===== src/rtl/rst_sequencer_if.sv =====
// Reset-sequencer bus: software/watchdog requests in, per-domain resets and status out.
`timescale 1ns/1ps
interface rst_sequencer_if #(
  parameter int NUM_CH = 4
);
  logic              sw_rst_req;
  logic              wdt_kick;
  logic [NUM_CH-1:0] rst_n_out;
  logic              rst_done;
  logic [1:0]        rst_cause;

  modport master (output sw_rst_req, wdt_kick, input rst_n_out, rst_done, rst_cause);
  modport slave  (input sw_rst_req, wdt_kick, output rst_n_out, rst_done, rst_cause);
endinterface


===== src/rtl/rst_sequencer.sv =====
// Staggered multi-channel reset sequencer with software reset and cause capture.
// Define RST_SEQ_WDT_EN to add the watchdog that forces a reset when not kicked.
`timescale 1ns/1ps
module rst_sequencer #(
  parameter int              NUM_CH         = 4,
  parameter int              HOLD_CYCLES    = 16,
  parameter int              STAGGER_CYCLES = 8,
  parameter longint unsigned WDT_CYCLES     = 64'd1000000
) (
  input  logic           CLK100MHZ,
  input  logic           CPU_RESETN,
  rst_sequencer_if.slave bus
);
  localparam int MAX_CYC = (HOLD_CYCLES > STAGGER_CYCLES) ? HOLD_CYCLES : STAGGER_CYCLES;
  localparam int CNT_W   = $clog2(MAX_CYC) + 1;
  localparam int IDX_W   = (NUM_CH > 1) ? $clog2(NUM_CH) : 1;
  localparam logic [CNT_W-1:0] HOLD_LAST = CNT_W'(HOLD_CYCLES - 1);
  localparam logic [CNT_W-1:0] STAG_LAST = CNT_W'(STAGGER_CYCLES - 1);
  localparam logic [IDX_W-1:0] LAST_CH   = IDX_W'(NUM_CH - 1);
  localparam logic [31:0]      WDT_LAST  = 32'(WDT_CYCLES - 1);

  typedef enum logic [1:0] {HOLD, STAGGER, DONE} state_t;

  state_t            state_q, state_d;
  logic [CNT_W-1:0]  cnt_q, cnt_d;
  logic [IDX_W-1:0]  idx_q, idx_d, nxt_idx;
  logic [NUM_CH-1:0] rst_n_q, rst_n_d;
  logic              done_q, done_d;
  logic [1:0]        cause_q, cause_d;
  logic [1:0]        sync_q;
  logic              srst_n;
  logic              wdt_expire;
  logic              req_any;

  // Board reset: asynchronous assert, release synchronised through two flops
  always_ff @(posedge CLK100MHZ or negedge CPU_RESETN) begin
    if (!CPU_RESETN) sync_q <= 2'b00;
    else             sync_q <= {sync_q[0], 1'b1};
  end
  assign srst_n = sync_q[1];

`ifdef RST_SEQ_WDT_EN
  logic [31:0] wdt_q;

  // A kick on the expiry edge wins, so expiry is gated by the kick itself
  assign wdt_expire = (state_q == DONE) && (wdt_q == WDT_LAST) && !bus.wdt_kick;

  always_ff @(posedge CLK100MHZ or negedge CPU_RESETN) begin
    if (!CPU_RESETN)                                        wdt_q <= '0;
    else if (state_q != DONE || bus.wdt_kick || req_any)    wdt_q <= '0;
    else                                                    wdt_q <= wdt_q + 32'd1;
  end
`else
  wire unused_ok = ^{bus.wdt_kick, WDT_LAST};
  assign wdt_expire = 1'b0;
`endif

  assign req_any = srst_n && (bus.sw_rst_req || wdt_expire);
  assign nxt_idx = idx_q + IDX_W'(1);

  always_ff @(posedge CLK100MHZ or negedge CPU_RESETN) begin
    if (!CPU_RESETN) begin
      state_q <= HOLD;
      cnt_q   <= '0;
      idx_q   <= '0;
      rst_n_q <= '0;
      done_q  <= 1'b0;
      cause_q <= 2'b00;
    end else begin
      state_q <= state_d;
      cnt_q   <= cnt_d;
      idx_q   <= idx_d;
      rst_n_q <= rst_n_d;
      done_q  <= done_d;
      cause_q <= cause_d;
    end
  end

  always_comb begin
    state_d = state_q;
    cnt_d   = cnt_q;
    idx_d   = idx_q;
    rst_n_d = rst_n_q;
    done_d  = done_q;
    cause_d = cause_q;
    if (req_any) begin
      // Software request takes precedence over a coincident watchdog expiry
      state_d = HOLD;
      cnt_d   = '0;
      idx_d   = '0;
      rst_n_d = '0;
      done_d  = 1'b0;
      cause_d = bus.sw_rst_req ? 2'b01 : 2'b10;
    end else begin
      case (state_q)
        HOLD: begin
          if (srst_n) begin
            if (cnt_q == HOLD_LAST) begin
              cnt_d      = '0;
              rst_n_d[0] = 1'b1;
              if (NUM_CH == 1) begin
                state_d = DONE;
                done_d  = 1'b1;
              end else begin
                state_d = STAGGER;
              end
            end else begin
              cnt_d = cnt_q + CNT_W'(1);
            end
          end
        end
        STAGGER: begin
          if (cnt_q == STAG_LAST) begin
            cnt_d            = '0;
            idx_d            = nxt_idx;
            rst_n_d[nxt_idx] = 1'b1;
            if (nxt_idx == LAST_CH) begin
              state_d = DONE;
              done_d  = 1'b1;
            end
          end else begin
            cnt_d = cnt_q + CNT_W'(1);
          end
        end
        DONE:    ;
        default: state_d = HOLD;
      endcase
    end
  end

  assign bus.rst_n_out = rst_n_q;
  assign bus.rst_done  = done_q;
  assign bus.rst_cause = cause_q;
endmodule


===== src/flat_wrapper.sv =====
// flat-port wrapper written by rule: the top's interface ports become plain ports
module rst_sequencer_flat 
#(
  parameter int              NUM_CH         = 4,
  parameter int              HOLD_CYCLES    = 16,
  parameter int              STAGGER_CYCLES = 8,
  parameter longint unsigned WDT_CYCLES     = 64'd1000000
)
  (CLK100MHZ, CPU_RESETN, bus_sw_rst_req, bus_wdt_kick, bus_rst_n_out, bus_rst_done, bus_rst_cause);
  rst_sequencer_if #(.NUM_CH(NUM_CH)) bus_i ();
  input  logic CLK100MHZ;
  input  logic CPU_RESETN;
  input wire logic [$bits(bus_i.sw_rst_req)-1:0] bus_sw_rst_req;
  input wire logic [$bits(bus_i.wdt_kick)-1:0] bus_wdt_kick;
  output wire logic [$bits(bus_i.rst_n_out)-1:0] bus_rst_n_out;
  output wire logic [$bits(bus_i.rst_done)-1:0] bus_rst_done;
  output wire logic [$bits(bus_i.rst_cause)-1:0] bus_rst_cause;
  assign bus_i.sw_rst_req = bus_sw_rst_req;
  assign bus_i.wdt_kick = bus_wdt_kick;
  assign bus_rst_n_out = bus_i.rst_n_out;
  assign bus_rst_done = bus_i.rst_done;
  assign bus_rst_cause = bus_i.rst_cause;
  rst_sequencer #(.NUM_CH(NUM_CH), .HOLD_CYCLES(HOLD_CYCLES), .STAGGER_CYCLES(STAGGER_CYCLES), .WDT_CYCLES(WDT_CYCLES)) u_core (.CLK100MHZ(CLK100MHZ), .CPU_RESETN(CPU_RESETN), .bus(bus_i));
endmodule

===== config.mk =====
export PLATFORM = sky130hd
export DESIGN_NAME = rst_sequencer_flat
export DESIGN_NICKNAME = d
export VERILOG_FILES = /design/src/rtl/rst_sequencer_if.sv /design/src/rtl/rst_sequencer.sv /design/src/flat_wrapper.sv
export SDC_FILE = /design/constraint.sdc
export NUM_CORES = 1
export LEC_CHECK = 0
export ABC_AREA = 0
export BUFFER_PORTS_ARGS = -buffer_cell sky130_fd_sc_hd__buf_2
export CORE_UTILIZATION = 48
export DETAILED_ROUTE_END_ITERATION = 8
export PLACE_DENSITY = 0.79
export SLEW_MARGIN = 30
export SYNTH_ARGS = -nofsm -noshare
export SYNTH_HDL_FRONTEND = slang
export SYNTH_SLANG_ARGS = --single-unit
export TNS_END_PERCENT = 30

===== constraint.sdc =====
create_clock -name CLK100MHZ -period 2.2 [get_ports CLK100MHZ]
set_input_delay 0.33 -clock CLK100MHZ [delete_from_list [all_inputs] [get_ports CLK100MHZ]]
set_output_delay 0.33 -clock CLK100MHZ [all_outputs]
set_load 0.02 [all_outputs]

* Yosys cells after proc, flatten, opt, wreduce, memory -nomap -nowiden *
Index checks and enable logic that the tools add are counted.

storage, ports and cells
  word-level logic and storage cells = 62
  output and inout bits = 7
  bits of input ports = 4
  register bits = 18

operators by class
  bitwise logic cells = 1
  $add $sub $neg = 2
  mux-type cells = 27
  equality and inequality tests = 10
  reduce and logical (&&, ||, !) cells = 12
  $lt $le $gt $ge = 2

operator list
  kind                 number
  $mux 5               4
  $mux 2               9
  $ne 3x1->1 const B   4
  $pmux 5 s2           1
  $mux 4               2
  $mux 1               7
  $pmux 2 s3           1
  $reduce_bool 2->1    3
  $add 5x1->5 const B  1
  $eq 5x3->1 const B   1
  $eq 5x4->1 const B   1
  $reduce_and 5->1     1
  $eq 2x2->1 const B   2
  $or 4x4->4           1
  $reduce_and 2->1     2
  $reduce_and 4->1     1
  $lt 2x3->1 const B   1
  $mux 3               1
  $reduce_and 3->1     1
  $reduce_bool 3->1    1
  $add 2x1->2 const B  1
  $demux 1 s2          1
  $eq 2x1->1 const B   1
  $ge 2x1->1 const B   1
  other kinds (4)      5

* Longest topological paths before layout *
Gate-level depths: netlist (run 1).

  depth after elaboration = 9
  gate-level depth with buffers = 7
  depth with buffers taken out = 7

* Worst setup path after synthesis (run 1) *
No wires, ideal clock.

  path type = reg-to-reg
  start point = reg u_core.cnt_q[0]
  end point = reg u_core.rst_n_q[0], in the netlist u_core.bus.rst_n_out[0]
  clock period less this slack = 1.546 ns
  stages on the path, launching flop included = 8
  path buffers = 0
  data arrival time = 1.436 ns
  setup time = 0.110 ns
  slack = 0.654 ns
  required time = 2.090 ns
  cells stage by stage = dfrtp_1 ha_1 nand3_1 inv_1 ha_1 nor4_1 o31ai_1 o41ai_1

on the way
  word-level cells in the longest chain between the ends = 3
  elaborated cells on any way between the ends = 5
  those cells by class = eq/ne (4); reduce/logical (1)

RTL lines
  element                                          RTL line                                   source
  from (decl)                                      rst_sequencer.sv:25                        logic [CNT_W-1:0] cnt_q, cnt_d;
  from (signal assigned)                           rst_sequencer.sv:71                        cnt_q <= cnt_d;
  $eq 5x3->1 / $eq 5x4->1 (equally long branches)  rst_sequencer.sv:113, rst_sequencer.sv:98
  $ne 3x1->1 (no line)                             -
  $reduce_and 4->1 (no line) *                     -
  to (signal assigned)                             rst_sequencer.sv:73                        rst_n_q <= rst_n_d;
  to (decl)                                        rst_sequencer.sv:27                        logic [NUM_CH-1:0] rst_n_q, rst_n_d;

Mark *: on every way between the ends. The rest lies on a longest branch, timed or not.
A chain may end at the register's enable or synchronous reset.

* Worst setup path after layout (run 1) *
Ends and elaborated chain as after synthesis.

==> Implementation_results.wiki, run 1 <==
{| class="wikitable"
! Metric !! Value
|-
| Highest routed metal layer || met4
|-
| # DRC || 0
|-
| Fraction of the yosys area taken by sequential cells || 46.6%
|-
| Final critical path time including I/O delays and setup || 1.77 ns
|-
| TritonCTS clock tree || done
|-
| Total Power Consumption || 0.748 mW
|-
| Number of optimization iterations in the first detailed-route pass || 4
|-
| I/O pin count || 11
|-
| Maximum operating frequency || 564 MHz
|-
| Y dimension of the die || 46.9 µm
|-
| Netlist area before placement || 967 µm²
|-
| Endpoints failing setup || 0
|-
| Net Count, Synth || 108
|-
| Post-synthesis cell type count || 33
|-
| Leakage || 0.481 nW
|-
| Result of the run || finished, final reports clean
|-
| Growth of design area from synthesis to finish || 7.63%
|-
| Clock insertion delay at the later pin of the skew report || 0.29 ns
|-
| First DRT Iteration DRCs || 24
|-
| Relative contribution of combinational cells to total power || 21.4%
|-
| Starting Density || 53.7%
|-
| Met2 layer wire length in the routed design || 745 µm
|-
| Detailed-route vias per instance || 5.38
|-
| Clk network pwr share || 21.4%
|-
| Share of the synthesized area in the top cell type || 46.6%
|-
| Share of the clock period used by the worst path || 80.6%
|-
| Smallest hold slack || 0.370 ns
|-
| CP Class || flop to flop
|-
| Fraction of registers with async set or reset after synthesis || 100%
|-
| Aggregate global-route resource usage || 18.7%
|-
| Antenna Nets Post-Route || 0
|-
| Fin Setup TNS || 0 ns
|-
| Top cells by count, synth || dfrtp_1 (18), nand2_1 (9), a21oi_1 (7), ha_1 (7), inv_1 (7)
|-
| Psw || 0.236 mW
|-
| Critical path launch point type || flop
|-
| Path category of the worst min-delay check || flop to flop
|-
| Maximum number of pins on one net before global-route repair || 19
|-
| Required time at the endpoint of the critical path || 2.38 ns
|-
| Overall die width || 46.9 µm
|-
| Ys flop type || dfrtp_1
|-
| Clock transition at path regs || 0.10 ns
|-
| Number of synthesized flops with an enable pin || 0
|-
| Number of max-slew violations in the final report || 0
|-
| Least setup slack across all paths after layout || 0.426 ns
|-
| Final HPWL from detailed placement || 1200 µm
|-
| Overflow after GRT || 0
|-
| Number of clock buffers inserted by TritonCTS || 3
|-
| Power density relative to cell area || 718 nW/µm²
|-
| CTS H-tree lvls || 1
|-
| Worst slack after detailed placement || 0.477 ns
|-
| Cell type with the highest aggregate area in the netlist || dfrtp_1
|-
| Endpoint arrival time on the critical path || 1.96 ns
|-
| Antenna fix cells || 0
|-
| Wire length the detailed router placed on met1 || 894 µm
|-
| Gate Count Post-Synth || 97
|-
| Wire per inst || 13.1 µm
|-
| Setup crit end kind || flop
|-
| Relative contribution of sequential cells to total power || 57.2%
|-
| Die Outline Area || 2200 µm²
|-
| Leading cell types by total area after synthesis || dfrtp_1 (47%), ha_1 (9.1%), a21oi_1 (3.6%), nand2_1 (3.5%), nand3_1 (3.1%)
|-
| Largest clock skew in the final design || 0.00276 ns
|-
| Buffer levels on the longest clock path || 2
|-
| Root buf cell || clkbuf_4
|-
| Count of final hold-check violations || 0
|-
| Mean instance size in the synthesized netlist || 9.97 µm²
|-
| Most numerous cell in the Yosys netlist || dfrtp_1
|-
| First-pass GRT wire length || 2870 µm
|-
| Setup repair after global routing missed its margin || no
|-
| Internal power summed over all cells || 0.512 mW
|-
| Core outline area || 1800 µm²
|-
| Ratio of cells with drive above 1 in the final layout || 17.0%
|-
| Placer congestion estimate || 0.800
|-
| Vias in the first global route || 662
|-
| Placement Rows || 15
|-
| Final WL || 1710 µm
|-
| MaxCap Viol Count || 0
|-
| Number of clock sinks || 18
|-
| Total of cells resized after clock tree synthesis || 0
|-
| Count of yosys warnings during synthesis || 0
|-
| Initial antenna violation count || 0
|-
| Worst ir drop on vdd || 0.522 mV
|-
| # port buffers || 9
|-
| CP Max Fanout || 4
|-
| DR vias || 705
|-
| Total number of nets in the final design || 119
|-
| Met3 WL || 48 µm
|-
| Register bit total from synthesis || 18
|-
| Switching share of power || 31.6%
|}
cell families (layout without fill, tap and decap cells):
kind of cell	Yosys count	in the layout	synth area share (%)
AO/OA/AOI/OAI	23	23	15.8
buffers and inverters	11	20	6.34
other	1	1	0.388
AND/OR/NAND/NOR	36	36	21.0
flip-flops	18	18	46.6
adder cells (fa/ha/maj)	7	7	9.06
XOR/XNOR	1	1	0.906
layout by cell type, fill, tap and decap left out, drive strengths merged:
cell | Yosys | layout
a211oi | 1 | 1
nand3 | 6 | 6
nor3 | 3 | 3
o21bai | 1 | 1
o32ai | 1 | 1
a21oi | 8 | 8
nand4 | 1 | 1
nand2 | 9 | 9
nor2 | 7 | 7
xnor2 | 1 | 1
nand4b | 1 | 1
dfrtp | 18 | 18
nand2b | 3 | 3
buf | 4 | 9
dlygate4sd3 | 0 | 1
a2bb2oi | 1 | 1
o21ai | 6 | 6
and2b | 1 | 1
o21a | 2 | 2
conb | 1 | 1
and2 | 2 | 2
nor4 | 1 | 1
ha | 7 | 7
and4bb | 2 | 2
o31ai | 2 | 2
o41ai | 1 | 1
clkbuf | 0 | 3
inv | 7 | 7
area by class of cell:
class	instances	area (µm²)
Tap cell	25	31.3
Clock buffer	3	22.5
Sequential cell	18	450
Multi-Input combinational cell	68	455
Timing Repair Buffer	10	55.1
Inverter	7	26.3
Fill cell	174	761
power by group through the flow:
stage / clock (mW) / sequential [mW] / combinational (mW)
final: 0.160 / 0.428 / 0.160
after global routing: 0.177 / 0.437 / 0.182
after CTS: 0.160 / 0.427 / 0.162
after detailed placement: 0 / 0.434 / 0.160
after global placement: 0 / 0.431 / 0.153
after floorplan: 0 / 0.429 / 0.124
per-layer routing:
metal / GRT usage [%] / vias up
met1: 26.8 / 333
li1: - / 355
met4: 7.43 / 0
met2: 27.5 / 13
met3: 4.23 / 4
met5: 0 / -
stage by stage:
| step | instances | instance area (µm²) | utilization [%] |
|---|---|---|---|
| 5_1_grt | 131 | 1040 | 57.8 |
| 3_3_place_gp | 127 | 1010 | 56.0 |
| 4_1_cts | 131 | 1040 | 57.8 |
| 2_1_floorplan | 97 | 967 | - |
| 3_5_place_dp | 127 | 1010 | 56.0 |
| 6_report | 131 | 1040 | 57.8 |
worst paths after layout:
path | slack [ns] | startpoint | depth (start not counted) | to
max | 0.43 | u_core.cnt_q[0] | 7 | u_core.bus.rst_n_out[0]
min | 0.37 | u_core.sync_q[0] | 0 | u_core.sync_q[1]
max reg2reg | 0.43 | u_core.cnt_q[0] | 7 | u_core.bus.rst_n_out[0]
min reg2reg | 0.37 | u_core.sync_q[0] | 0 | u_core.sync_q[1]
max in group asynchronous | 1.42 | CPU_RESETN | 2 | u_core.bus.rst_cause[1]
min in group asynchronous | 0.50 | CPU_RESETN | 2 | u_core.cnt_q[3]
flip-flops by register name, indices dropped and copies added (netlist names):
name / count
u_core.cnt_q: 5
u_core.bus.rst_n_out: 4
u_core.bus.rst_cause: 2
u_core.idx_q: 2
u_core.state_q: 2
u_core.sync_q: 2
u_core.bus.rst_done: 1
what timing repair did:
action	in CTS	in global routing
buffers inserted	0	0
hold endpoints to repair	18	0
hold buffers	1	0
worst max-delay path, stage by stage, from the launching register on:
cell and delay, ns:
dfrtp_1 0.42, ha_1 0.25, nand3_1 0.12, inv_1 0.06
ha_1 0.26, nor4_1 0.38, o31ai_1 0.11, o41ai_1 0.07
No activity file was read; power rests on OpenSTA's default activity.
==> run 2: changes to the inputs <==
--- a/config.mk
+++ b/config.mk
@@ -9,7 +9,7 @@
 export BUFFER_PORTS_ARGS = -buffer_cell sky130_fd_sc_hd__buf_2
 export CORE_UTILIZATION = 48
 export DETAILED_ROUTE_END_ITERATION = 8
-export PLACE_DENSITY = 0.79
+export PLACE_DENSITY = 0.81
 export SLEW_MARGIN = 30
 export SYNTH_ARGS = -nofsm -noshare
 export SYNTH_HDL_FRONTEND = slang
==> constraint.sdc (replaced) <==
create_clock -name CLK100MHZ -period 1.55 [get_ports CLK100MHZ]
set_input_delay 0.2325 -clock CLK100MHZ [delete_from_list [all_inputs] [get_ports CLK100MHZ]]
set_output_delay 0.2325 -clock CLK100MHZ [all_outputs]
set_load 0.02 [all_outputs]
==> Implementation_results.wiki, run 2 (synthesized netlist as in run 1, its figures left out) <==
{| class="wikitable"
! Metric !! Value
|-
| Result of the run || finished, final reports clean
|-
| CTS H-tree lvls || 1 (unchanged)
|-
| DR vias || 757 (+7.4%)
|-
| Detailed-route vias per instance || 5.45 (+1.2%)
|-
| Clock insertion delay at the later pin of the skew report || 0.30 ns (about the same)
|-
| Internal power summed over all cells || 0.856 mW (+67%)
|-
| Highest routed metal layer || met4
|-
| Critical path, cell by cell || ha_4, nand3_2, inv_1, ha_2, a21oi_2, nand3_1, o21ai_1
|-
| Leakage || 0.535 nW (+11%)
|-
| Most common library cell in the layout ignoring fill and taps || dfrtp_1
|-
| # port buffers || 9 (unchanged)
|-
| Path category of the worst min-delay check || input pin to flop
|-
| First DRT Iteration DRCs || 10 (-58%)
|-
| Core occupancy in the finished layout || 66.3% (+8.5 points)
|-
| Relative contribution of combinational cells to total power || 27.4% (+6.0 points)
|-
| Wire length the detailed router placed on met1 || 912 µm (+2.0%)
|-
| Critical path launch point type || flop
|-
| Final WL || 1860 µm (+9.0%)
|-
| Met2 layer wire length in the routed design || 884 µm (+19%)
|-
| Max reg flops || 5 (unchanged)
|-
| Initial antenna violation count || 0 (unchanged)
|-
| Largest clock skew in the final design || 0.00450 ns (+0.00174 ns)
|-
| Post-DP Area || 1050 µm² (+4.5%)
|-
| Clk network pwr share || 23.0% (+1.6 points)
|-
| I/O pin count || 11 (unchanged)
|-
| Endpoint arrival time on the critical path || 1.75 ns (-0.21 ns)
|-
| Overall die width || 46.9 µm (unchanged)
|-
| Psw || 0.393 mW (+66%)
|-
| Final HPWL from detailed placement || 1200 µm (+0.51%)
|-
| Most frequent cells in the layout || dfrtp_1 (18), nand2_1 (9), buf_2 (9), inv_1 (7)
|-
| Antenna fix cells || 0 (unchanged)
|-
| Wire per inst || 13.4 µm (+2.7%)
|-
| Total number of nets in the final design || 126 (+5.9%)
|-
| Maximum operating frequency || 659 MHz (+17%)
|-
| Count of final hold-check violations || 0 (unchanged)
|-
| Vias in the first global route || 656 (-0.91%)
|-
| Y dimension of the die || 46.9 µm (unchanged)
|-
| Delay of the slowest critical-path stage || 0.43 ns (about the same)
|-
| Setup crit end kind || flop
|-
| CP Class || flop to flop
|-
| Placer congestion estimate || 0.745 (-6.9%)
|-
| Die Outline Area || 2200 µm² (unchanged)
|-
| Overflow after GRT || 0 (unchanged)
|-
| Placement Rows || 15 (unchanged)
|-
| Register ranked first by flip-flop count || u_core.cnt_q
|-
| Root buf cell || clkbuf_4
|-
| Share of the clock period used by the worst path || 98.0% (+17 points)
|-
| Clock transition at path regs || 0.10 ns (about the same)
|-
| Worst ir drop on vdd || 0.811 mV (+55%)
|-
| Aggregate global-route resource usage || 19.0% (+0.26 points)
|-
| Buffer levels on the longest clock path || 2 (unchanged)
|-
| Switching share of power || 31.5% (-0.14 points)
|-
| Met3 WL || 48 µm (unchanged)
|-
| Final critical path time including I/O delays and setup || 1.52 ns (-0.255 ns)
|-
| Ratio of cells with drive above 1 in the final layout || 33.3% (+16 points)
|-
| Power density relative to cell area || 1040 nW/µm² (+45%)
|-
| Endpoints failing setup || 0 (unchanged)
|-
| MaxCap Viol Count || 0 (unchanged)
|-
| Number of clock buffers inserted by TritonCTS || 3 (unchanged)
|-
| Setup repair after global routing missed its margin || yes
|-
| Antenna Nets Post-Route || 0 (unchanged)
|-
| Maximum number of pins on one net before global-route repair || 19 (unchanged)
|-
| Number of optimization iterations in the first detailed-route pass || 4 (unchanged)
|-
| Crit path max-delay cell type || dfrtp_1
|-
| Required time at the endpoint of the critical path || 1.78 ns (-0.60 ns)
|-
| Growth of design area from synthesis to finish || 23.5%
|-
| # DRC || 0 (unchanged)
|-
| Starting Density || 53.7% (unchanged)
|-
| Total non-filler cell area in the finished layout || 1190 µm² (+15%)
|-
| Relative contribution of sequential cells to total power || 49.6% (-7.6 points)
|-
| Number of clock sinks || 18 (unchanged)
|-
| CP Max Fanout || 5 (+1)
|-
| Core outline area || 1800 µm² (unchanged)
|-
| Number of max-slew violations in the final report || 0 (unchanged)
|-
| TritonCTS clock tree || done
|-
| First-pass GRT wire length || 2900 µm (+1.2%)
|}
[run 2: what timing repair did]
action                                  CTS  global route
pin swaps                                 1             5
hold buffers                              1             0
endpoints found under the setup margin    6            13
setup buffers                             0             1
gates resized for setup                   2            15
endpoints found under the hold margin    18             0
[run 2: final timing paths]
kind	from	end	slack, ns	cells after the start
worst max-delay path	u_core.cnt_q[0]	u_core.cnt_q[0]	0.03	7
worst min-delay path	bus_sw_rst_req	u_core.bus.rst_cause[0]	0.31	3
worst max register to register	u_core.cnt_q[0]	u_core.cnt_q[0]	0.03	7
worst min register to register	u_core.sync_q[0]	u_core.sync_q[1]	0.37	0
max in group asynchronous	CPU_RESETN	u_core.bus.rst_n_out[1]	0.87	2
min in group asynchronous	CPU_RESETN	u_core.cnt_q[0]	0.39	2
[run 2: layout make-up]
type / count / area (µm²)
tap: 25 / 31.3
fill: 150 / 607
inverter: 7 / 26.3
sequential: 18 / 450
clock buffer: 4 / 36.3
multi-input combinational: 68 / 536
timing repair buffer: 17 / 115
[run 2: critical path, delay by kind of cell (launching register included)]
| kind | cells | cell delay (ns) |
|---|---|---|
| adder cells (fa/ha/maj) | 2 | 0.39 |
| AND/OR/NAND/NOR | 2 | 0.20 |
| buffers and inverters | 1 | 0.06 |
| AO/OA/AOI/OAI | 2 | 0.39 |
| flip-flops | 1 | 0.43 |
[run 2: power groups by stage]
stage / sequential, mW / clock (mW) / combinational [mW]
after detailed placement: 0.610 / 0 / 0.276
after global placement: 0.606 / 0 / 0.268
after global routing: 0.632 / 0.319 / 0.383
final: 0.619 / 0.288 / 0.342
after floorplan: 0.609 / 0 / 0.176
after CTS: 0.601 / 0.299 / 0.284
[run 2: metrics by stage]
step / cells / TNS, ns / hold WS [ns] / setup WS, ns / power, mW
CTS: 138 / -0.0335 / 0.324 / -0.0280 / 1.18
global placement: 133 / -0.0106 / 0.178 / -0.0106 / 0.874
floorplan: 97 / 0 / -0.0631 / 0.00409 / 0.785
finish: 139 / 0 / 0.307 / 0.0317 / 1.25
detailed placement: 133 / -0.0552 / 0.177 / -0.0486 / 0.886
global route: 139 / -0.246 / 0.362 / -0.0619 / 1.33
[run 2: per-layer routing]
metal	up-vias	track usage, %
met3	4	5.00
met2	7	26.7
met5	-	0
met4	0	8.00
li1	367	-
met1	379	27.6
==> run 3: changes to the inputs <==
--- a/config.mk
+++ b/config.mk
@@ -6,10 +6,10 @@
 export NUM_CORES = 1
 export LEC_CHECK = 0
 export ABC_AREA = 0
-export BUFFER_PORTS_ARGS = -buffer_cell sky130_fd_sc_hd__buf_2
 export CORE_UTILIZATION = 48
 export DETAILED_ROUTE_END_ITERATION = 8
-export PLACE_DENSITY = 0.81
+export DONT_BUFFER_PORTS = 1
+export PLACE_DENSITY = 0.76
 export SLEW_MARGIN = 30
 export SYNTH_ARGS = -nofsm -noshare
 export SYNTH_HDL_FRONTEND = slang
==> Implementation_results.wiki, run 3 (synthesized netlist as in run 1, its figures left out) <==
{| class="wikitable"
! Metric !! Value
|-
| Core outline area || 1800 µm² (unchanged)
|-
| Endpoints failing setup || 0 (unchanged)
|-
| Setup repair after global routing missed its margin || yes
|-
| Switching share of power || 31.6% (+0.096 points)
|-
| I/O pin count || 11 (unchanged)
|-
| Internal power summed over all cells || 0.823 mW (-3.8%)
|-
| First-pass GRT wire length || 2890 µm (-0.45%)
|-
| # DRC || 0 (unchanged)
|-
| Ratio of cells with drive above 1 in the final layout || 26.0% (-7.4 points)
|-
| Overall die width || 46.9 µm (unchanged)
|-
| Antenna fix cells || 0 (unchanged)
|-
| Endpoint arrival time on the critical path || 1.68 ns (-0.07 ns)
|-
| Min-delay src || bus_sw_rst_req
|-
| Number of max-slew violations in the final report || 0 (unchanged)
|-
| Share of the clock period used by the worst path || 97.1% (-0.88 points)
|-
| Required time at the endpoint of the critical path || 1.73 ns (-0.05 ns)
|-
| Antenna Nets Post-Route || 0 (unchanged)
|-
| Cell family contributing the most delay on the critical path || compound AO/OA/AOI/OAI gates
|-
| Total Power Consumption || 1.20 mW (-3.7%)
|-
| Leakage || 0.484 nW (-9.5%)
|-
| Register ranked first by flip-flop count || u_core.cnt_q
|-
| Starting Density || 53.7% (unchanged)
|-
| Final critical path time including I/O delays and setup || 1.50 ns (-0.0137 ns)
|-
| Final HPWL from detailed placement || 1220 µm (+1.2%)
|-
| Maximum operating frequency || 665 MHz (+0.91%)
|-
| Count of final hold-check violations || 0 (unchanged)
|-
| Growth of design area from synthesis to finish || 16.8%
|-
| Post-DP Area || 1010 µm² (-4.3%)
|-
| Slew headroom || 47.5%
|-
| Largest clock skew in the final design || 0.00420 ns (-0.000297 ns)
|-
| Root buf cell || clkbuf_4
|-
| Relative contribution of sequential cells to total power || 52.5% (+2.9 points)
|-
| Delay of the slowest critical-path stage || 0.37 ns (-0.06 ns)
|-
| Number of clock buffers inserted by TritonCTS || 3 (unchanged)
|-
| Y dimension of the die || 46.9 µm (unchanged)
|-
| DR vias || 707 (-6.6%)
|-
| MaxCap Viol Count || 0 (unchanged)
|-
| CP Class || flop to flop
|-
| Wire per inst || 14.3 µm (+7.0%)
|-
| Setup crit end kind || flop
|-
| Power density relative to cell area || 1060 nW/µm² (+1.9%)
|-
| Most common library cell in the layout ignoring fill and taps || dfrtp_1
|-
| Detailed-route vias per instance || 5.48 (+0.63%)
|-
| Result of the run || finished, final reports clean
|-
| CP Max Fanout || 4 (-1)
|-
| Buffer levels on the longest clock path || 2 (unchanged)
|-
| Die Outline Area || 2200 µm² (unchanged)
|-
| CTS H-tree lvls || 1 (unchanged)
|-
| Placer congestion estimate || 0.761 (+2.1%)
|-
| # port buffers || 0 (-9)
|-
| TritonCTS clock tree || done
|-
| Clk network pwr share || 23.9% (+0.9 points)
|-
| Worst ir drop on vdd || 0.644 mV (-21%)
|-
| Number of clock sinks || 18 (unchanged)
|-
| Worst setup path start || u_core.cnt_q[0]
|-
| Smallest hold slack || 0.199 ns (-0.108 ns)
|-
| Maximum number of pins on one net before global-route repair || 19 (unchanged)
|-
| Total non-filler cell area in the finished layout || 1130 µm² (-5.4%)
|-
| Origin of the critical flop-to-flop path || u_core.cnt_q[0]
|-
| Critical path launch point type || flop
|-
| Vias in the first global route || 664 (+1.2%)
|-
| Number of optimization iterations in the first detailed-route pass || 4 (unchanged)
|-
| First DRT Iteration DRCs || 9 (-1)
|-
| Critical path, cell by cell || ha_2, buf_4, and4bb_4, nor3_4, o31ai_2, o41ai_1
|-
| Placement Rows || 15 (unchanged)
|-
| Psw || 0.379 mW (-3.4%)
|-
| Aggregate global-route resource usage || 19.1% (+0.096 points)
|-
| Initial antenna violation count || 0 (unchanged)
|-
| Tightest Pin Transition || 0.785 ns
|-
| Crit path max-delay cell type || dfrtp_1
|-
| Max reg flops || 5 (unchanged)
|-
| Overflow after GRT || 0 (unchanged)
|-
| Relative contribution of combinational cells to total power || 23.6% (-3.8 points)
|-
| Final WL || 1850 µm (-0.70%)
|-
| Clock transition at path regs || 0.10 ns (about the same)
|-
| Clock insertion delay at the later pin of the skew report || 0.29 ns (about the same)
|-
| Total number of nets in the final design || 116 (-7.9%)
|-
| Path category of the worst min-delay check || input pin to flop
|-
| Most frequent cells in the layout || dfrtp_1 (18), nand2_1 (9), inv_1 (7), o21ai_1 (6), nor2_1 (6)
|-
| CP bufs+invs || 1 (unchanged)
|}
-- run 3: area by class of cell --
class | count | area, µm²
well taps | 25 | 31.3
fillers | 145 | 672
repair buffers | 7 | 58.8
flip-flops and latches | 18 | 450
multi-input cells | 68 | 527
inverters | 7 | 26.3
clock buffers | 4 | 36.3
-- run 3: power groups by stage --
stage                     clock [mW]  sequential [mW]  combinational (mW)
after floorplan                    0            0.609               0.176
after global placement             0            0.626               0.225
after detailed placement           0            0.630               0.234
after CTS                      0.299            0.621               0.254
after global routing           0.313            0.641               0.316
final                          0.287            0.632               0.283
-- run 3: timing repair --
item,in CTS,in global routing
hold buffers,1,0
pin swaps,1,5
resized for setup,2,13
setup endpoints to repair,3,13
endpoints found under the hold margin,18,0
gates cloned,0,0
setup buffers,0,0
-- run 3: final timing paths --
kind | to | slack [ns] | cells after the start
max | u_core.bus.rst_n_out[0] | 0.05 | 6
min | u_core.bus.rst_cause[0] | 0.20 | 2
max reg2reg | u_core.bus.rst_n_out[0] | 0.05 | 6
min reg2reg | u_core.sync_q[1] | 0.36 | 0
max in group asynchronous | u_core.state_q[0] | 0.61 | 1
min in group asynchronous | u_core.cnt_q[0] | 0.45 | 1
-- run 3: per-layer routing --
metal | part of all wire, % | up-vias | track usage, % | wire length (µm)
li1 | - | 350 | - | -
met4 | 1.0 | 0 | 8.57 | 19
met1 | 47 | 339 | 25.7 | 877
met3 | 3.3 | 4 | 2.69 | 61
met2 | 48 | 14 | 30.6 | 893
met5 | 0 | - | 0 | 0
-- run 3: stage by stage --
stage               cells  utilization [%]  setup TNS (ns)  worst slack [ns]
floorplan              97                -               0           0.00409
global placement      124             56.0         -0.0158           -0.0158
detailed placement    124             56.0         -0.0659           -0.0659
CTS                   129             59.0         -0.0173           -0.0173
global route          129             62.7          -0.131           -0.0655
finish                129             62.7               0            0.0454
